File: config.mk
export PLATFORM = sky130hd
export DESIGN_NAME = peg_l2_rs_rmii_rx_framer_flat
export DESIGN_NICKNAME = d
export VERILOG_FILES = /design/src/rtl/peg_l2_rs_rmii_rx_framer_pkg.sv /design/src/rtl/peg_l2_rs_rmii_rx_framer_if.sv /design/src/rtl/peg_l2_rs_rmii_rx_framer_fifo.sv /design/src/rtl/peg_l2_rs_rmii_rx_framer.sv /design/src/flat_wrapper.sv
export SDC_FILE = /design/constraint.sdc
export NUM_CORES = 1
export LEC_CHECK = 0
export CORE_MARGIN = 5
export CORE_UTILIZATION = 55
export CTS_CLUSTER_SIZE = 28
export DETAILED_ROUTE_END_ITERATION = 7
export GPL_ROUTABILITY_DRIVEN = 0
export GPL_TIMING_DRIVEN = 0
export PLACE_DENSITY = 0.75
export SLEW_MARGIN = 10
export SYNTH_ARGS = -nofsm -noshare
export SYNTH_HDL_FRONTEND = slang
export SYNTH_SLANG_ARGS = --single-unit
File: constraint.sdc
create_clock -name rmii_ref_clk -period 3.5 [get_ports rmii_ref_clk]
set_clock_uncertainty 0.05 [all_clocks]
set_input_delay 0.525 -clock rmii_ref_clk [delete_from_list [all_inputs] [get_ports rmii_ref_clk]]
set_output_delay 0.525 -clock rmii_ref_clk [all_outputs]
set_load 0.01 [all_outputs]
File: src/rtl/peg_l2_rs_rmii_rx_framer_pkg.sv
// Shared types for the RMII RX framer: FSM state encoding, preamble/SFD bytes
// and the FIFO entry layout.
package peg_l2_rx_framer_pkg;

  typedef enum logic [1:0] {IDLE, PREAMBLE, DATA, DROP} state_t;

  localparam logic [7:0] PREAMBLE_BYTE = 8'h55;
  localparam logic [7:0] SFD_BYTE      = 8'hD5;

  typedef struct packed {
    logic       sop;
    logic       eop;
    logic       err;
    logic [7:0] data;
  } fifo_entry_t;

endpackage

File: src/rtl/peg_l2_rs_rmii_rx_framer_if.sv
// Framed byte stream from the RMII RX framer to MAC RX, with pkt_ready backpressure.
interface peg_l2_rs_rmii_rx_framer_if;
  logic       pkt_valid;
  logic       pkt_sop;
  logic       pkt_eop;
  logic [7:0] pkt_data;
  logic       pkt_error;
  logic       pkt_ready;

  modport master (output pkt_valid, pkt_sop, pkt_eop, pkt_data, pkt_error, input pkt_ready);
  modport slave  (input pkt_valid, pkt_sop, pkt_eop, pkt_data, pkt_error, output pkt_ready);
endinterface

File: src/rtl/peg_l2_rs_rmii_rx_framer_fifo.sv
// Synchronous FIFO of framer entries with full, almost-full (one free slot),
// empty and occupancy outputs. A full FIFO accepts a push in a popping cycle.
module peg_l2_rx_frm_fifo
  import peg_l2_rx_framer_pkg::*;
#(
  parameter int DEPTH = 16
) (
  input  logic                     rmii_ref_clk,
  input  logic                     rst_n,
  input  logic                     push_i,
  input  fifo_entry_t              push_data_i,
  input  logic                     pop_i,
  output fifo_entry_t              head_o,
  output logic                     full_o,
  output logic                     almost_full_o,
  output logic                     empty_o,
  output logic [$clog2(DEPTH):0]   level_o
);
  localparam int AW = $clog2(DEPTH);

  fifo_entry_t   mem_q [DEPTH];
  logic [AW-1:0] wr_ptr_q, rd_ptr_q;
  logic [AW:0]   level_q;
  logic          push_ok, pop_ok;

  assign empty_o       = (level_q == '0);
  assign full_o        = (level_q == (AW+1)'(DEPTH));
  assign almost_full_o = (level_q == (AW+1)'(DEPTH - 1));
  assign pop_ok        = pop_i && !empty_o;
  assign push_ok       = push_i && (!full_o || pop_ok);
  assign head_o        = mem_q[rd_ptr_q];
  assign level_o       = level_q;

  always_ff @(posedge rmii_ref_clk or negedge rst_n) begin
    if (!rst_n) begin
      wr_ptr_q <= '0;
      rd_ptr_q <= '0;
      level_q  <= '0;
    end else begin
      if (push_ok) wr_ptr_q <= wr_ptr_q + AW'(1);
      if (pop_ok)  rd_ptr_q <= rd_ptr_q + AW'(1);
      level_q <= level_q + (AW+1)'(push_ok) - (AW+1)'(pop_ok);
    end
  end

  always_ff @(posedge rmii_ref_clk) begin
    if (push_ok) mem_q[wr_ptr_q] <= push_data_i;
  end
endmodule

File: src/rtl/peg_l2_rs_rmii_rx_framer.sv
// RMII RX framer: strips preamble/SFD, delimits frames on carrier loss, tags sop/eop/err.
// Optional length check enabled by PEG_L2_RX_FRAMER_LEN_CHECK_EN.
module peg_l2_rs_rmii_rx_framer
  import peg_l2_rx_framer_pkg::*;
#(
  parameter int PKT_DATA_W      = 8,
  parameter int FIFO_DEPTH      = 16,
  parameter int MIN_PREAMBLE    = 5,
  parameter int CRS_END_CYCLES  = 2,
  parameter int MIN_FRAME_BYTES = 64,
  parameter int MAX_FRAME_BYTES = 1522
) (
  input  logic                          rmii_ref_clk,
  input  logic                          rst_n,
  input  logic                          in_valid_i,
  input  logic [PKT_DATA_W-1:0]         in_data_i,
  input  logic                          in_error_i,
  input  logic                          rmii_crs_dv_i,
  peg_l2_rs_rmii_rx_framer_if.master    pkt_if,
  output logic                          stat_frame_ok_o,
  output logic                          stat_frame_err_o,
  output logic                          stat_overflow_o,
  output logic [$clog2(FIFO_DEPTH):0]   fifo_level_o
);
  localparam int CW = $clog2(CRS_END_CYCLES + 1);
  localparam logic [CW-1:0] CRS_MAX = CW'(CRS_END_CYCLES);

  if (PKT_DATA_W != 8 || FIFO_DEPTH < 4 || (FIFO_DEPTH & (FIFO_DEPTH - 1)) != 0 ||
      MIN_FRAME_BYTES > MAX_FRAME_BYTES) begin : g_bad_param
    $error("peg_l2_rs_rmii_rx_framer: unsupported parameter set");
  end

  state_t        state_q, state_d;
  logic [2:0]    pre_cnt_q, pre_cnt_d;
  logic [7:0]    hold_q, hold_d;
  logic          hold_vld_q, hold_vld_d;
  logic          first_q, first_d;
  logic          err_acc_q, err_acc_d;
  logic [CW-1:0] crs_cnt_q, crs_cnt_d;
  logic          cend, pop, push, final_err, last_slot, blocked, len_over, len_bad;
  fifo_entry_t   push_entry, head;
  logic          fifo_full, fifo_afull, fifo_empty;

  // Carrier end only counts in byte-free cycles; a byte in the same cycle defers it.
  assign crs_cnt_d = rmii_crs_dv_i ? '0 : ((crs_cnt_q == CRS_MAX) ? crs_cnt_q : crs_cnt_q + CW'(1));
  assign cend      = !in_valid_i && (crs_cnt_d == CRS_MAX);

  assign pop       = !fifo_empty && pkt_if.pkt_ready;
  assign last_slot = (fifo_afull && !pop) || (fifo_full && pop);
  assign blocked   = fifo_full && !pop;

`ifdef PEG_L2_RX_FRAMER_LEN_CHECK_EN
  logic [10:0] len_q, len_d, len_inc;
  assign len_inc  = (len_q == 11'h7FF) ? len_q : len_q + 11'd1;
  assign len_over = len_inc > 11'(MAX_FRAME_BYTES);
  assign len_bad  = (len_q < 11'(MIN_FRAME_BYTES)) || (len_q > 11'(MAX_FRAME_BYTES));
  always_comb begin
    len_d = len_q;
    if (state_q == PREAMBLE)                len_d = '0;
    else if (state_q == DATA && in_valid_i) len_d = len_inc;
  end
  always_ff @(posedge rmii_ref_clk or negedge rst_n) begin
    if (!rst_n) len_q <= '0;
    else        len_q <= len_d;
  end
`else
  assign len_over = 1'b0;
  assign len_bad  = 1'b0;
`endif

  always_comb begin
    state_d          = state_q;
    pre_cnt_d        = pre_cnt_q;
    hold_d           = hold_q;
    hold_vld_d       = hold_vld_q;
    first_d          = first_q;
    err_acc_d        = err_acc_q;
    push             = 1'b0;
    final_err        = 1'b0;
    push_entry       = '{sop: first_q, eop: 1'b0, err: 1'b0, data: hold_q};
    stat_frame_ok_o  = 1'b0;
    stat_frame_err_o = 1'b0;
    stat_overflow_o  = 1'b0;
    unique case (state_q)
      IDLE: if (in_valid_i) begin
        state_d   = PREAMBLE;
        pre_cnt_d = (in_data_i == PREAMBLE_BYTE) ? 3'd1 : 3'd0;
      end
      PREAMBLE: if (cend) state_d = IDLE;
      else if (in_valid_i) begin
        if (in_data_i == PREAMBLE_BYTE) begin
          pre_cnt_d = (pre_cnt_q == 3'd7) ? 3'd7 : pre_cnt_q + 3'd1;
        end else if (in_data_i == SFD_BYTE && pre_cnt_q >= 3'(MIN_PREAMBLE)) begin
          state_d    = DATA;
          hold_vld_d = 1'b0;
          first_d    = 1'b1;
          err_acc_d  = 1'b0;
        end else begin
          state_d = DROP;
        end
      end
      DATA: begin
        err_acc_d = err_acc_q | in_error_i;
        if (cend) begin
          state_d    = IDLE;
          hold_vld_d = 1'b0;
          final_err  = err_acc_d | len_bad;
          if (hold_vld_q && blocked) begin
            stat_overflow_o = 1'b1;
          end else if (hold_vld_q) begin
            push             = 1'b1;
            push_entry.eop   = 1'b1;
            push_entry.err   = final_err;
            stat_frame_ok_o  = !final_err;
            stat_frame_err_o = final_err;
          end
        end else if (in_valid_i) begin
          hold_d     = in_data_i;
          hold_vld_d = 1'b1;
          if (hold_vld_q) begin
            // Truncate on the last free slot (or over-length) so the frame still gets its eop.
            if (blocked) begin
              state_d         = DROP;
              hold_vld_d      = 1'b0;
              stat_overflow_o = 1'b1;
            end else if (last_slot || len_over) begin
              push             = 1'b1;
              push_entry.eop   = 1'b1;
              push_entry.err   = 1'b1;
              stat_frame_err_o = 1'b1;
              stat_overflow_o  = last_slot;
              state_d          = DROP;
              hold_vld_d       = 1'b0;
            end else begin
              push = 1'b1;
            end
          end
        end
      end
      DROP: if (cend) state_d = IDLE;
      default: state_d = IDLE;
    endcase
    if (push) first_d = 1'b0;
  end

  always_ff @(posedge rmii_ref_clk or negedge rst_n) begin
    if (!rst_n) begin
      state_q    <= IDLE;
      pre_cnt_q  <= '0;
      hold_q     <= '0;
      hold_vld_q <= 1'b0;
      first_q    <= 1'b0;
      err_acc_q  <= 1'b0;
      crs_cnt_q  <= '0;
    end else begin
      state_q    <= state_d;
      pre_cnt_q  <= pre_cnt_d;
      hold_q     <= hold_d;
      hold_vld_q <= hold_vld_d;
      first_q    <= first_d;
      err_acc_q  <= err_acc_d;
      crs_cnt_q  <= crs_cnt_d;
    end
  end

  peg_l2_rx_frm_fifo #(.DEPTH(FIFO_DEPTH)) u_fifo (
    .rmii_ref_clk  (rmii_ref_clk),
    .rst_n         (rst_n),
    .push_i        (push),
    .push_data_i   (push_entry),
    .pop_i         (pop),
    .head_o        (head),
    .full_o        (fifo_full),
    .almost_full_o (fifo_afull),
    .empty_o       (fifo_empty),
    .level_o       (fifo_level_o)
  );

  assign pkt_if.pkt_valid = !fifo_empty;
  assign pkt_if.pkt_sop   = head.sop & !fifo_empty;
  assign pkt_if.pkt_eop   = head.eop & !fifo_empty;
  assign pkt_if.pkt_error = head.err & !fifo_empty;
  assign pkt_if.pkt_data  = fifo_empty ? '0 : head.data;
endmodule

File: src/flat_wrapper.sv
// flat-port wrapper written by rule: the top's interface ports become plain ports
module peg_l2_rs_rmii_rx_framer_flat import peg_l2_rx_framer_pkg::*;
#(
  parameter int PKT_DATA_W      = 8,
  parameter int FIFO_DEPTH      = 16,
  parameter int MIN_PREAMBLE    = 5,
  parameter int CRS_END_CYCLES  = 2,
  parameter int MIN_FRAME_BYTES = 64,
  parameter int MAX_FRAME_BYTES = 1522
)
  (rmii_ref_clk, rst_n, in_valid_i, in_data_i, in_error_i, rmii_crs_dv_i, stat_frame_ok_o, stat_frame_err_o, stat_overflow_o, fifo_level_o, pkt_if_pkt_valid, pkt_if_pkt_sop, pkt_if_pkt_eop, pkt_if_pkt_data, pkt_if_pkt_error, pkt_if_pkt_ready);
  peg_l2_rs_rmii_rx_framer_if pkt_if_i ();
  input  logic rmii_ref_clk;
  input  logic rst_n;
  input  logic in_valid_i;
  input  logic [PKT_DATA_W-1:0] in_data_i;
  input  logic in_error_i;
  input  logic rmii_crs_dv_i;
  output logic stat_frame_ok_o;
  output logic stat_frame_err_o;
  output logic stat_overflow_o;
  output logic [$clog2(FIFO_DEPTH):0] fifo_level_o;
  output wire logic [$bits(pkt_if_i.pkt_valid)-1:0] pkt_if_pkt_valid;
  output wire logic [$bits(pkt_if_i.pkt_sop)-1:0] pkt_if_pkt_sop;
  output wire logic [$bits(pkt_if_i.pkt_eop)-1:0] pkt_if_pkt_eop;
  output wire logic [$bits(pkt_if_i.pkt_data)-1:0] pkt_if_pkt_data;
  output wire logic [$bits(pkt_if_i.pkt_error)-1:0] pkt_if_pkt_error;
  input wire logic [$bits(pkt_if_i.pkt_ready)-1:0] pkt_if_pkt_ready;
  assign pkt_if_pkt_valid = pkt_if_i.pkt_valid;
  assign pkt_if_pkt_sop = pkt_if_i.pkt_sop;
  assign pkt_if_pkt_eop = pkt_if_i.pkt_eop;
  assign pkt_if_pkt_data = pkt_if_i.pkt_data;
  assign pkt_if_pkt_error = pkt_if_i.pkt_error;
  assign pkt_if_i.pkt_ready = pkt_if_pkt_ready;
  peg_l2_rs_rmii_rx_framer #(.PKT_DATA_W(PKT_DATA_W), .FIFO_DEPTH(FIFO_DEPTH), .MIN_PREAMBLE(MIN_PREAMBLE), .CRS_END_CYCLES(CRS_END_CYCLES), .MIN_FRAME_BYTES(MIN_FRAME_BYTES), .MAX_FRAME_BYTES(MAX_FRAME_BYTES)) u_core (.rmii_ref_clk(rmii_ref_clk), .rst_n(rst_n), .in_valid_i(in_valid_i), .in_data_i(in_data_i), .in_error_i(in_error_i), .rmii_crs_dv_i(rmii_crs_dv_i), .pkt_if(pkt_if_i), .stat_frame_ok_o(stat_frame_ok_o), .stat_frame_err_o(stat_frame_err_o), .stat_overflow_o(stat_overflow_o), .fifo_level_o(fifo_level_o));
endmodule
==> results.json, run 1 <==
{
  "run_status": "completed",
  "cts-buffers-inserted": 21,
  "post_synth_design_cell_area_sq_um": 8424,
  "port-buffer-count": 33,
  "critical_path_cell_count": 8,
  "post_synth_inst_count": 461,
  "cts_max_path_buffers": 3,
  "syn_area_per_cell_sq_um": 18.27,
  "initial_utilization_pct": 55.83,
  "post-route-period-util_pct": 96.43,
  "commonest_register_cell_after_synthesis": "sky130_fd_sc_hd__edfxtp_1",
  "track_usage_pct": 20.42,
  "total_die_area_sq_um": 17890,
  "timing.rr.start": "u_core.crs_cnt_q[1]$_DFF_PN0_",
  "ir_worst_vdd_v": 0.0004596,
  "category_of_the_worst_setup_path_capture_point": "output pin",
  "postLayoutCoreUtil_pct": 65.45,
  "clkTransAtPathRegs_ps": 60,
  "timing.critical_path.from_type": "flip-flop",
  "unrepaired_setup_endpoints_after_global_routing": "true",
  "grt.overflow.total": 0,
  "rr_worst_depth": 14,
  "clk-insertion-delay-late_ps": 490,
  "drive_gt1_share_pct": 23.84,
  "timing.critical_path.buf_inv": 3,
  "first_global_vias": 4713,
  "synth_edf_count": 176,
  "route.vias.total": 4405,
  "detail_route.wl_per_cell_um": 23.83,
  "placement.setup.worst_slack_ps": -375.7,
  "synthToLayoutAreaGrowth_pct": 17.23,
  "critical_path.reg2reg.endpoint": "u_core.u_fifo.level_o[4]$_DFF_PN0_",
  "cellLeakagePower_nw": 3.496,
  "floorplan.die.width_um": 133.8,
  "share_comb_of_total_power_pct": 30.7,
  "drt_iter0_drc": 416,
  "numClockSinks": 207,
  "critical_path.slowest_cell": "sky130_fd_sc_hd__clkdlybuf4s50_1",
  "rows": 45,
  "cpPeakStageDelay_ps": 500,
  "sequential_share_of_power_pct": 43.0,
  "hpwlAfterDp_um": 11330,
  "fillCellCount": 1031,
  "timing.hold.worst.class": "input port to async pin",
  "finalWorstPathRequiredPeriod_ps": 3375,
  "nets": 556,
  "chipHeight_um": 133.8,
  "critPathTopFamily": "buffers and inverters",
  "power.switching_fraction_pct": 31.33,
  "htree_levels": 1,
  "cp.arrival_ps": 2800,
  "drcViolationCount": 0,
  "wirelength_um": 17370,
  "critical_path.endpoint": "pkt_if_pkt_data[4]",
  "power.density_nw_per_um2": 826.0,
  "worst_pin_slew_ps": 1204,
  "grt_start_max_net_pins": 32,
  "r2r_setup_slack_ps": 410,
  "maxSlewViolCount": 0,
  "max_freq_ghz": 0.2963,
  "cells_along_the_critical_path": "inv_1 > ha_1 > nor4b_4 > nor3b_1 > clkbuf_4 > a22oi_2 > o221ai_1 > clkdlybuf4s50_1",
  "post_synthesis_cell_type_count": 45,
  "grt_antenna_before_repair": 0,
  "synth_seq_cells": 207,
  "maxcap_violations": 0,
  "routed_via_density": 6.043,
  "worst-path-max-fanout": 10,
  "firstDrtPassIters": 5,
  "synth.net_count": 491,
  "crit_path_start": "u_core.u_fifo.level_o[2]$_DFF_PN0_",
  "final_critical_path_setup_slack_ps": 124.9,
  "slew_headroom_pct": 19.44,
  "async_reset_ff_share_pct": 14.98,
  "ios": 34,
  "critical_path_class": "flip-flop to output pin",
  "final_hold_viol_count": 0,
  "clock_network_power_share_pct": 26.3,
  "grt_first_pass_wirelength_um": 27470,
  "tritoncts": "built",
  "crit_required_ps": 2920,
  "diodes_inserted": 0,
  "cts-root-buf": "sky130_fd_sc_hd__clkbuf_16",
  "synth-warning-count": 0,
  "netSwitchingPower_mw": 2.556,
  "cellInternalPower_mw": 5.602,
  "final_antenna_violating_net_count": 0,
  "setup_viol": 0,
  "synth_sequential_area_ratio_pct": 71.94,
  "core_area_sq_um": 15090
}
flip-flops by register name, indices dropped and copies added, names as in the netlist:
signal and cells:
u_core.first_q 1, u_core.u_fifo.rd_ptr_q 4, u_core.err_acc_q 1, u_core.hold_q 8, u_core.hold_vld_q 1, u_core.u_fifo.level_o 5, u_core.crs_cnt_q 2, u_core.u_fifo.mem_q 176
u_core.state_q 2, u_core.u_fifo.wr_ptr_q 4, u_core.pre_cnt_q 3
power groups by stage:
stage,clock network [mW],registers (mW),logic (mW)
floorplan,0,3.39,1.56
global placement,0,3.51,2.34
detailed placement,0,3.55,2.43
CTS,2.18,3.51,2.50
global route,2.29,3.55,2.72
finish,2.15,3.51,2.50
routing by layer:
metal,vias up,global-route usage (%),share of wire (%)
li1,1939,-,-
met1,2278,27.85,41
met2,163,33.83,51
met3,25,4.305,6.1
met4,0,5.714,1.7
met5,-,0,0
timing repair:
action                                  4_1_cts  5_1_grt
endpoints found under the setup margin       12       13
hold buffers                                  0        0
setup buffers                                 1        2
pin swaps                                     1        3
gates resized for setup                      14       23
metrics by stage:
stage / instance area (sq um) / hold WS [ps] / power, mW / std cells / TNS, ps
after floorplan: 8424 / 179.4 / 4.946 / 461 / 0
after global placement: 8990 / 460.7 / 5.850 / 682 / -29820
after detailed placement: 9082 / 458.7 / 5.978 / 688 / -716.2
after CTS: 9793 / 60.46 / 8.184 / 727 / 0
after global routing: 9876 / 92.27 / 8.561 / 729 / -33.67
final: 9876 / 44.38 / 8.158 / 729 / 0
Yosys cell counts (2+ instances only):
library cell	count	share of area [%]
sky130_fd_sc_hd__edfxtp_1	176	63
sky130_fd_sc_hd__mux4_2	44	12
sky130_fd_sc_hd__inv_1	42	1.9
sky130_fd_sc_hd__dfrtp_1	31	9.2
sky130_fd_sc_hd__nand2_1	18	0.80
sky130_fd_sc_hd__nor2_1	16	0.71
sky130_fd_sc_hd__ha_1	15	2.2
sky130_fd_sc_hd__a22oi_1	11	0.98
sky130_fd_sc_hd__o221ai_1	11	1.1
sky130_fd_sc_hd__a21oi_1	10	0.59
sky130_fd_sc_hd__mux2_2	9	1.2
sky130_fd_sc_hd__nor3_1	9	0.53
sky130_fd_sc_hd__xnor2_1	7	0.73
sky130_fd_sc_hd__buf_2	5	0.30
sky130_fd_sc_hd__clkbuf_1	5	0.22
sky130_fd_sc_hd__nor2b_1	5	0.37
sky130_fd_sc_hd__a21o_1	4	0.36
sky130_fd_sc_hd__buf_1	4	0.18
sky130_fd_sc_hd__nand2b_1	3	0.22
sky130_fd_sc_hd__o21ai_0	3	0.18
sky130_fd_sc_hd__xor2_1	3	0.31
sky130_fd_sc_hd__a22o_1	2	0.21
sky130_fd_sc_hd__buf_4	2	0.18
sky130_fd_sc_hd__nand3_1	2	0.12
sky130_fd_sc_hd__nand4_1	2	0.15
sky130_fd_sc_hd__nor3b_1	2	0.18
sky130_fd_sc_hd__nor4_1	2	0.15
cell families after synthesis:
| group | after synthesis | share of synthesized area (%) |
|---|---|---|
| buf+inv | 59 | 2.881 |
| simple gates | 66 | 4.144 |
| compound gates | 50 | 4.560 |
| flops | 207 | 71.94 |
| mux | 53 | 12.97 |
| xor+xnor | 10 | 1.040 |
| fa+ha+maj | 16 | 2.465 |
worst reg2reg max path, delay by kind of cell, from the launching register on:
family	cells	cell delay, ps
DFF	1	330
AOI/OAI and AO/OA	3	520
adders and majority gates	4	1170
buffers and inverters	5	390
xor gates and xnor gates	1	140
and+or+nand+nor	1	410
final cells by class:
| type | count | area (sq um) | share of cell area [%] |
|---|---|---|---|
| Sequential cell | 207 | 6061 | 61.37 |
| Multi-Input combinational cell | 195 | 2218 | 22.46 |
| Clock buffer | 28 | 551.8 | 5.587 |
| Timing Repair Buffer | 42 | 431.7 | 4.371 |
| Tap cell | 188 | 235.2 | 2.382 |
| Inverter | 42 | 157.7 | 1.596 |
| Buffer | 17 | 115.1 | 1.166 |
| Clock inverter | 10 | 105.1 | 1.064 |
how the worst min path moves through the flow:
stage                                      start                            end  slack, ps  cells after the start
floorplan                                  rst_n  u_core.crs_cnt_q[0]$_DFF_PN0_        180                      0
global placement    u_core.err_acc_q$_DFFE_PN0P_   u_core.err_acc_q$_DFFE_PN0P_        460                      1
detailed placement  u_core.err_acc_q$_DFFE_PN0P_   u_core.err_acc_q$_DFFE_PN0P_        460                      1
CTS                                        rst_n  u_core.state_q[1]$_DFFE_PN0P_         60                      1
global route                               rst_n  u_core.state_q[1]$_DFFE_PN0P_         90                      1
finish                                     rst_n  u_core.crs_cnt_q[1]$_DFF_PN0_         40                      1
placed cells by master (no fill, tap or decap), types with 4 or more instances in the layout:
cell type,synthesis,final
sky130_fd_sc_hd__a21o_1,4,4
sky130_fd_sc_hd__a21oi_1,10,8
sky130_fd_sc_hd__a22oi_1,11,4
sky130_fd_sc_hd__a22oi_2,0,7
sky130_fd_sc_hd__buf_2,5,6
sky130_fd_sc_hd__buf_4,2,6
sky130_fd_sc_hd__buf_6,1,8
sky130_fd_sc_hd__clkbuf_1,5,8
sky130_fd_sc_hd__clkbuf_16,0,21
sky130_fd_sc_hd__clkbuf_4,0,4
sky130_fd_sc_hd__clkdlybuf4s50_1,0,24
sky130_fd_sc_hd__clkinv_2,0,5
sky130_fd_sc_hd__dfrtp_1,31,31
sky130_fd_sc_hd__dlymetal6s2s_1,0,8
sky130_fd_sc_hd__edfxtp_1,176,176
sky130_fd_sc_hd__ha_1,15,15
sky130_fd_sc_hd__inv_1,42,42
sky130_fd_sc_hd__mux2_2,9,9
sky130_fd_sc_hd__mux4_2,44,44
sky130_fd_sc_hd__nand2_1,18,18
sky130_fd_sc_hd__nor2_1,16,15
sky130_fd_sc_hd__nor2b_1,5,5
sky130_fd_sc_hd__nor3_2,0,6
sky130_fd_sc_hd__o221ai_1,11,10
sky130_fd_sc_hd__xnor2_1,7,7
Power figures use the tool's default switching activity.
==> run 2: changes to the inputs <==
Settings changed: CTS_BUF_LIST set to sky130_fd_sc_hd__clkbuf_16.
==> run 2 against run 1 <==
Against the previous run:
- final area did not move
- sequential power barely moved
- maximum frequency rose by 0.25%
- core utilization did not move
- clock-buffer cell count fell by 7
- worst hold slack barely moved
- total power fell by 0.29%
- global-route usage did not move
- highest routed layer unchanged
- clock power barely moved
==> results.json, run 2 (same netlist as run 1, synthesis figures left out) <==
{
  "dpl.cell_count": 688,
  "floorplan.die.width_um": 133.8,
  "critical_path.slowest_cell": "sky130_fd_sc_hd__clkdlybuf4s50_1",
  "critical_path.reg2reg.endpoint": "u_core.u_fifo.level_o[4]$_DFF_PN0_",
  "cellLeakagePower_nw": 3.525,
  "port-buffer-count": 33,
  "htree_levels": 1,
  "run_status": "completed",
  "clkTransAtPathRegs_ps": 60,
  "crit_required_ps": 2920,
  "timing.rr.start": "u_core.crs_cnt_q[1]$_DFF_PN0_",
  "ios": 34,
  "power.density_nw_per_um2": 823.6,
  "grt.overflow.total": 0,
  "r2r_setup_slack_ps": 410,
  "cp.arrival_ps": 2790,
  "diodes_inserted": 0,
  "tritoncts": "built",
  "layout_common_cells": "176 x sky130_fd_sc_hd__edfxtp_1, 49 x sky130_fd_sc_hd__inv_1, 44 x sky130_fd_sc_hd__mux4_2",
  "total_die_area_sq_um": 17890,
  "maxSlewViolCount": 0,
  "cells_along_the_critical_path": "inv_1 > ha_1 > nor4b_4 > nor3b_1 > clkbuf_4 > a22oi_2 > o221ai_1 > clkdlybuf4s50_1",
  "rows": 45,
  "track_usage_pct": 20.42,
  "timing.critical_path.from_type": "flip-flop",
  "core_area_sq_um": 15090,
  "worst_pin_slew_ps": 1224,
  "worst-path-max-fanout": 10,
  "nets": 556,
  "final_hold_viol_count": 0,
  "cts-buffers-inserted": 21,
  "grt_start_max_net_pins": 32,
  "drive_gt1_share_pct": 23.84,
  "timing.hold.worst.class": "input port to async pin",
  "detail_route.wl_per_cell_um": 23.84,
  "mostFrequentLayoutCell": "sky130_fd_sc_hd__edfxtp_1",
  "final_antenna_violating_net_count": 0,
  "rr_worst_depth": 14,
  "drcViolationCount": 0,
  "chipHeight_um": 133.8,
  "unrepaired_setup_endpoints_after_global_routing": "true",
  "cts-root-buf": "sky130_fd_sc_hd__clkbuf_16",
  "routed_via_density": 6.011,
  "maxcap_violations": 0,
  "initial_utilization_pct": 55.83,
  "total_power_consumption_mw": 8.134,
  "first_global_vias": 4713,
  "wirelength_um": 17380,
  "drt_iter0_drc": 425,
  "setup_viol": 0,
  "cpPeakStageDelay_ps": 500,
  "cts-hold-fix-buffers": 0,
  "final-instance-count-excl-fill": 729,
  "slew_headroom_pct": 18.07,
  "finalWorstPathRequiredPeriod_ps": 3367,
  "ir_worst_vdd_v": 0.0004588,
  "fillCellCount": 1031,
  "firstDrtPassIters": 5,
  "route.vias.total": 4382,
  "clk-insertion-delay-late_ps": 490,
  "postLayoutCoreUtil_pct": 65.45,
  "critPathTopFamily": "buffers and inverters",
  "timing.critical_path.buf_inv": 3,
  "post-route-period-util_pct": 96.19,
  "regMostFlops": "u_core.u_fifo.mem_q",
  "cts_max_path_buffers": 3,
  "category_of_the_worst_setup_path_capture_point": "output pin",
  "max_freq_ghz": 0.2970,
  "largest_reg_flops": 176,
  "grt_antenna_before_repair": 0,
  "numClockSinks": 207,
  "hpwlAfterDp_um": 11330,
  "grt_first_pass_wirelength_um": 27470,
  "synthToLayoutAreaGrowth_pct": 17.23,
  "critical_path_class": "flip-flop to output pin"
}
## run 2: what timing repair did
item / 4_1_cts / 5_1_grt
setup endpoints to repair: 12 / 13
pin swaps: 1 / 3
endpoints found under the hold margin: 0 / 0
buffers inserted: 1 / 2
gates resized for setup: 14 / 23
## run 2: where the power goes
part	switching (mW)	internal, mW	total (mW)	leakage (nW)
registers	0.397	3.11	3.51	1.95
clock network	0.883	1.24	2.12	0.350
logic	1.27	1.23	2.50	1.22
## run 2: area by class of cell
class	instances	area (sq um)	area share [%]
multi-input cells	195	2218	22.46
clock buffers	21	525.5	5.321
flip-flops and latches	207	6061	61.37
repair buffers	42	431.7	4.371
plain buffers	17	115.1	1.166
inverters	42	157.7	1.596
well taps	188	235.2	2.382
clock inverters	17	131.4	1.330
## run 2: how the worst max path moves through the flow
stage | slack (ps) | depth (start not counted) | startpoint | to
floorplan | 580 | 14 | u_core.crs_cnt_q[0]$_DFF_PN0_ | u_core.u_fifo.level_o[4]$_DFF_PN0_
global placement | -740 | 6 | rmii_crs_dv_i | stat_frame_err_o
detailed placement | -380 | 6 | rmii_crs_dv_i | stat_frame_err_o
CTS | 10 | 8 | u_core.u_fifo.level_o[2]$_DFF_PN0_ | pkt_if_pkt_data[4]
global route | -30 | 8 | u_core.u_fifo.level_o[2]$_DFF_PN0_ | pkt_if_pkt_data[4]
finish | 130 | 8 | u_core.u_fifo.level_o[2]$_DFF_PN0_ | pkt_if_pkt_data[4]
## run 2: per-layer routing
| metal | up-vias | global-route usage, % | routed length (um) |
|---|---|---|---|
| met5 | - | 0 | 0 |
| met4 | 0 | 5.714 | 240 |
| met3 | 20 | 4.305 | 1059 |
| met2 | 161 | 33.83 | 8860 |
| met1 | 2265 | 27.85 | 7219 |
| li1 | 1936 | - | - |
## run 2: through the flow
| step | instance area (sq um) | hold WS [ps] | worst slack, ps | TNS (ps) |
|---|---|---|---|---|
| after floorplan | 8424 | 179.4 | 581.0 | 0 |
| after global placement | 8990 | 460.7 | -739.1 | -29820 |
| after detailed placement | 9082 | 458.7 | -375.7 | -716.2 |
| after CTS | 9793 | 60.46 | 10.35 | 0 |
| after global routing | 9876 | 92.27 | -32.25 | -33.67 |
| final | 9876 | 44.30 | 133.2 | 0 |
==> run 3: changes to the inputs <==
Clock period 3.5 ns to 4 ns, I/O delays scaled along.
==> run 3 against run 2 <==
Against the previous run:
- die area did not move
- clock power is 13% lower
- largest cell class unchanged
- flip-flop and latch count unchanged
==> results.json, run 3 (same netlist as run 1, synthesis figures left out) <==
{
  "sequential_share_of_power_pct": 43.5,
  "final_critical_path_setup_slack_ps": 168.1,
  "diodes_inserted": 0,
  "hpwlAfterDp_um": 11330,
  "clkTransAtPathRegs_ps": 60,
  "cellLeakagePower_nw": 3.392,
  "floorplan.die.width_um": 133.8,
  "drcViolationCount": 0,
  "grt_antenna_before_repair": 0,
  "port-buffer-count": 33,
  "layout.cell_area.non_filler_sq_um": 9774,
  "cts-root-buf": "sky130_fd_sc_hd__clkbuf_16",
  "clk-insertion-delay-late_ps": 490,
  "rows": 45,
  "timing.hold.worst.class": "input port to async pin",
  "fillCellCount": 1040,
  "cells_along_the_critical_path": "buf_2 > clkbuf_1 > mux4_2 > a22oi_1 > o221ai_1 > clkdlybuf4s50_1",
  "layout_common_cells": "176 x sky130_fd_sc_hd__edfxtp_1, 49 x sky130_fd_sc_hd__inv_1, 44 x sky130_fd_sc_hd__mux4_2",
  "category_of_the_worst_setup_path_capture_point": "output pin",
  "numClockSinks": 207,
  "finalWorstPathRequiredPeriod_ps": 3832,
  "worst_pin_slew_ps": 1210,
  "firstDrtPassIters": 4,
  "netSwitchingPower_mw": 2.212,
  "r2r_setup_slack_ps": 600,
  "multiInputGateArea_sq_um": 2175,
  "critical_path.reg2reg.endpoint": "u_core.u_fifo.level_o[4]$_DFF_PN0_",
  "chipHeight_um": 133.8,
  "final_antenna_violating_net_count": 0,
  "synthToLayoutAreaGrowth_pct": 16.03,
  "tritoncts": "built",
  "routed_via_density": 6.077,
  "largest_reg_flops": 176,
  "critical_path_cell_count": 6,
  "drive_gt1_share_pct": 20.93,
  "core_area_sq_um": 15090,
  "grt_start_max_net_pins": 32,
  "maxSlewViolCount": 0,
  "grt_first_pass_wirelength_um": 27400,
  "critPathTopFamily": "buffers and inverters",
  "cts_max_path_buffers": 3,
  "final_hold_viol_count": 0,
  "placement.setup.worst_slack_ps": -25.67,
  "detail_route.wl_per_cell_um": 23.92,
  "route.vias.total": 4424,
  "crit_required_ps": 3350,
  "regMostFlops": "u_core.u_fifo.mem_q",
  "rr_worst_depth": 14,
  "cts-buffers-inserted": 21,
  "wirelength_um": 17410,
  "maxcap_violations": 0,
  "track_usage_pct": 20.32,
  "critical_path.endpoint": "pkt_if_pkt_data[7]",
  "final-seq-area_sq_um": 6061,
  "ir_worst_vdd_v": 0.0004010,
  "power.density_nw_per_um2": 722.7,
  "max_freq_ghz": 0.2610,
  "slew_headroom_pct": 19.03,
  "critical_path.slowest_cell": "sky130_fd_sc_hd__clkbuf_1",
  "critical_path_class": "flip-flop to output pin",
  "first_global_vias": 4706,
  "cellInternalPower_mw": 4.851,
  "unrepaired_setup_endpoints_after_global_routing": "false",
  "cpPeakStageDelay_ps": 670,
  "share_comb_of_total_power_pct": 30.2,
  "timing.critical_path.from_type": "flip-flop",
  "dpl.cell_count": 688,
  "timing.critical_path.buf_inv": 3,
  "timing.rr.start": "u_core.crs_cnt_q[1]$_DFF_PN0_",
  "total_die_area_sq_um": 17890,
  "cp.arrival_ps": 3180,
  "post_dp_cell_area_sq_um": 9082,
  "mostFrequentLayoutCell": "sky130_fd_sc_hd__edfxtp_1",
  "final-instance-count-excl-fill": 728,
  "htree_levels": 1,
  "setup_viol": 0,
  "power.switching_fraction_pct": 31.32,
  "run_status": "completed",
  "worst-path-max-fanout": 10,
  "nets": 555,
  "clock_network_power_share_pct": 26.2,
  "grt.overflow.total": 0,
  "post-route-period-util_pct": 95.80,
  "crit_path_start": "u_core.u_fifo.rd_ptr_q[1]$_DFFE_PN0P_",
  "initial_utilization_pct": 55.83,
  "ios": 34,
  "drt_iter0_drc": 390
}
==> run 3: cell count changes in the layout (fill, tap and decap cells not counted), sizes merged <==
cell,change
clkdlybuf4s50,+8
buf,-1
dlymetal6s2s,-8
==> run 3: what timing repair did <==
action | 4_1_cts | 5_1_grt
setup endpoints to repair | 1 | 2
setup buffers | 0 | 2
gates resized for setup | 1 | 1
pin swaps | 0 | 1
hold buffers | 0 | 0
==> run 3: how the worst min path moves through the flow <==
stage,startpoint,to
final,rst_n,u_core.state_q[1]$_DFFE_PN0P_
after detailed placement,u_core.err_acc_q$_DFFE_PN0P_,u_core.err_acc_q$_DFFE_PN0P_
after global placement,u_core.err_acc_q$_DFFE_PN0P_,u_core.err_acc_q$_DFFE_PN0P_
after global routing,rst_n,u_core.state_q[1]$_DFFE_PN0P_
after floorplan,rst_n,u_core.crs_cnt_q[0]$_DFF_PN0_
after CTS,rst_n,u_core.state_q[1]$_DFFE_PN0P_
==> run 3: power groups by stage <==
stage          registers (mW)  logic, mW  clock network (mW)
5_1_grt                  3.11       2.32                1.99
3_3_place_gp             3.07       2.06                   0
3_5_place_dp             3.11       2.13                   0
6_report                 3.07       2.14                1.85
4_1_cts                  3.07       2.15                1.89
2_1_floorplan            2.97       1.37                   0
==> run 3: per-layer routing <==
layer	routed length, um	track usage (%)	part of all wire, %	vias up
met4	428	5.543	2.5	0
met1	7191	27.48	41	2279
met5	0	0	0	-
li1	-	-	-	1934
met3	1006	4.079	5.8	35
met2	8784	34.11	50	176
==> run 3: stage by stage <==
step / power [mW] / util [%] / hold slack (ps) / setup TNS, ps
final: 7.064 / 64.78 / 114.7 / 0
after global routing: 7.412 / 64.78 / 161.3 / 0
after CTS: 7.107 / 64.59 / 135.5 / 0
after detailed placement: 5.239 / 60.19 / 458.7 / -25.67
after global placement: 5.126 / 59.58 / 460.7 / -2342
after floorplan: 4.333 / - / 254.4 / 0
==> run 3: layout make-up <==
type / count / area share (%)
Tap cell: 188 / 2.407
Clock buffer: 21 / 5.376
Clock inverter: 17 / 1.344
Timing Repair Buffer: 41 / 4.135
Buffer: 17 / 0.8705
Multi-Input combinational cell: 195 / 22.25
Inverter: 42 / 1.613
Sequential cell: 207 / 62.01
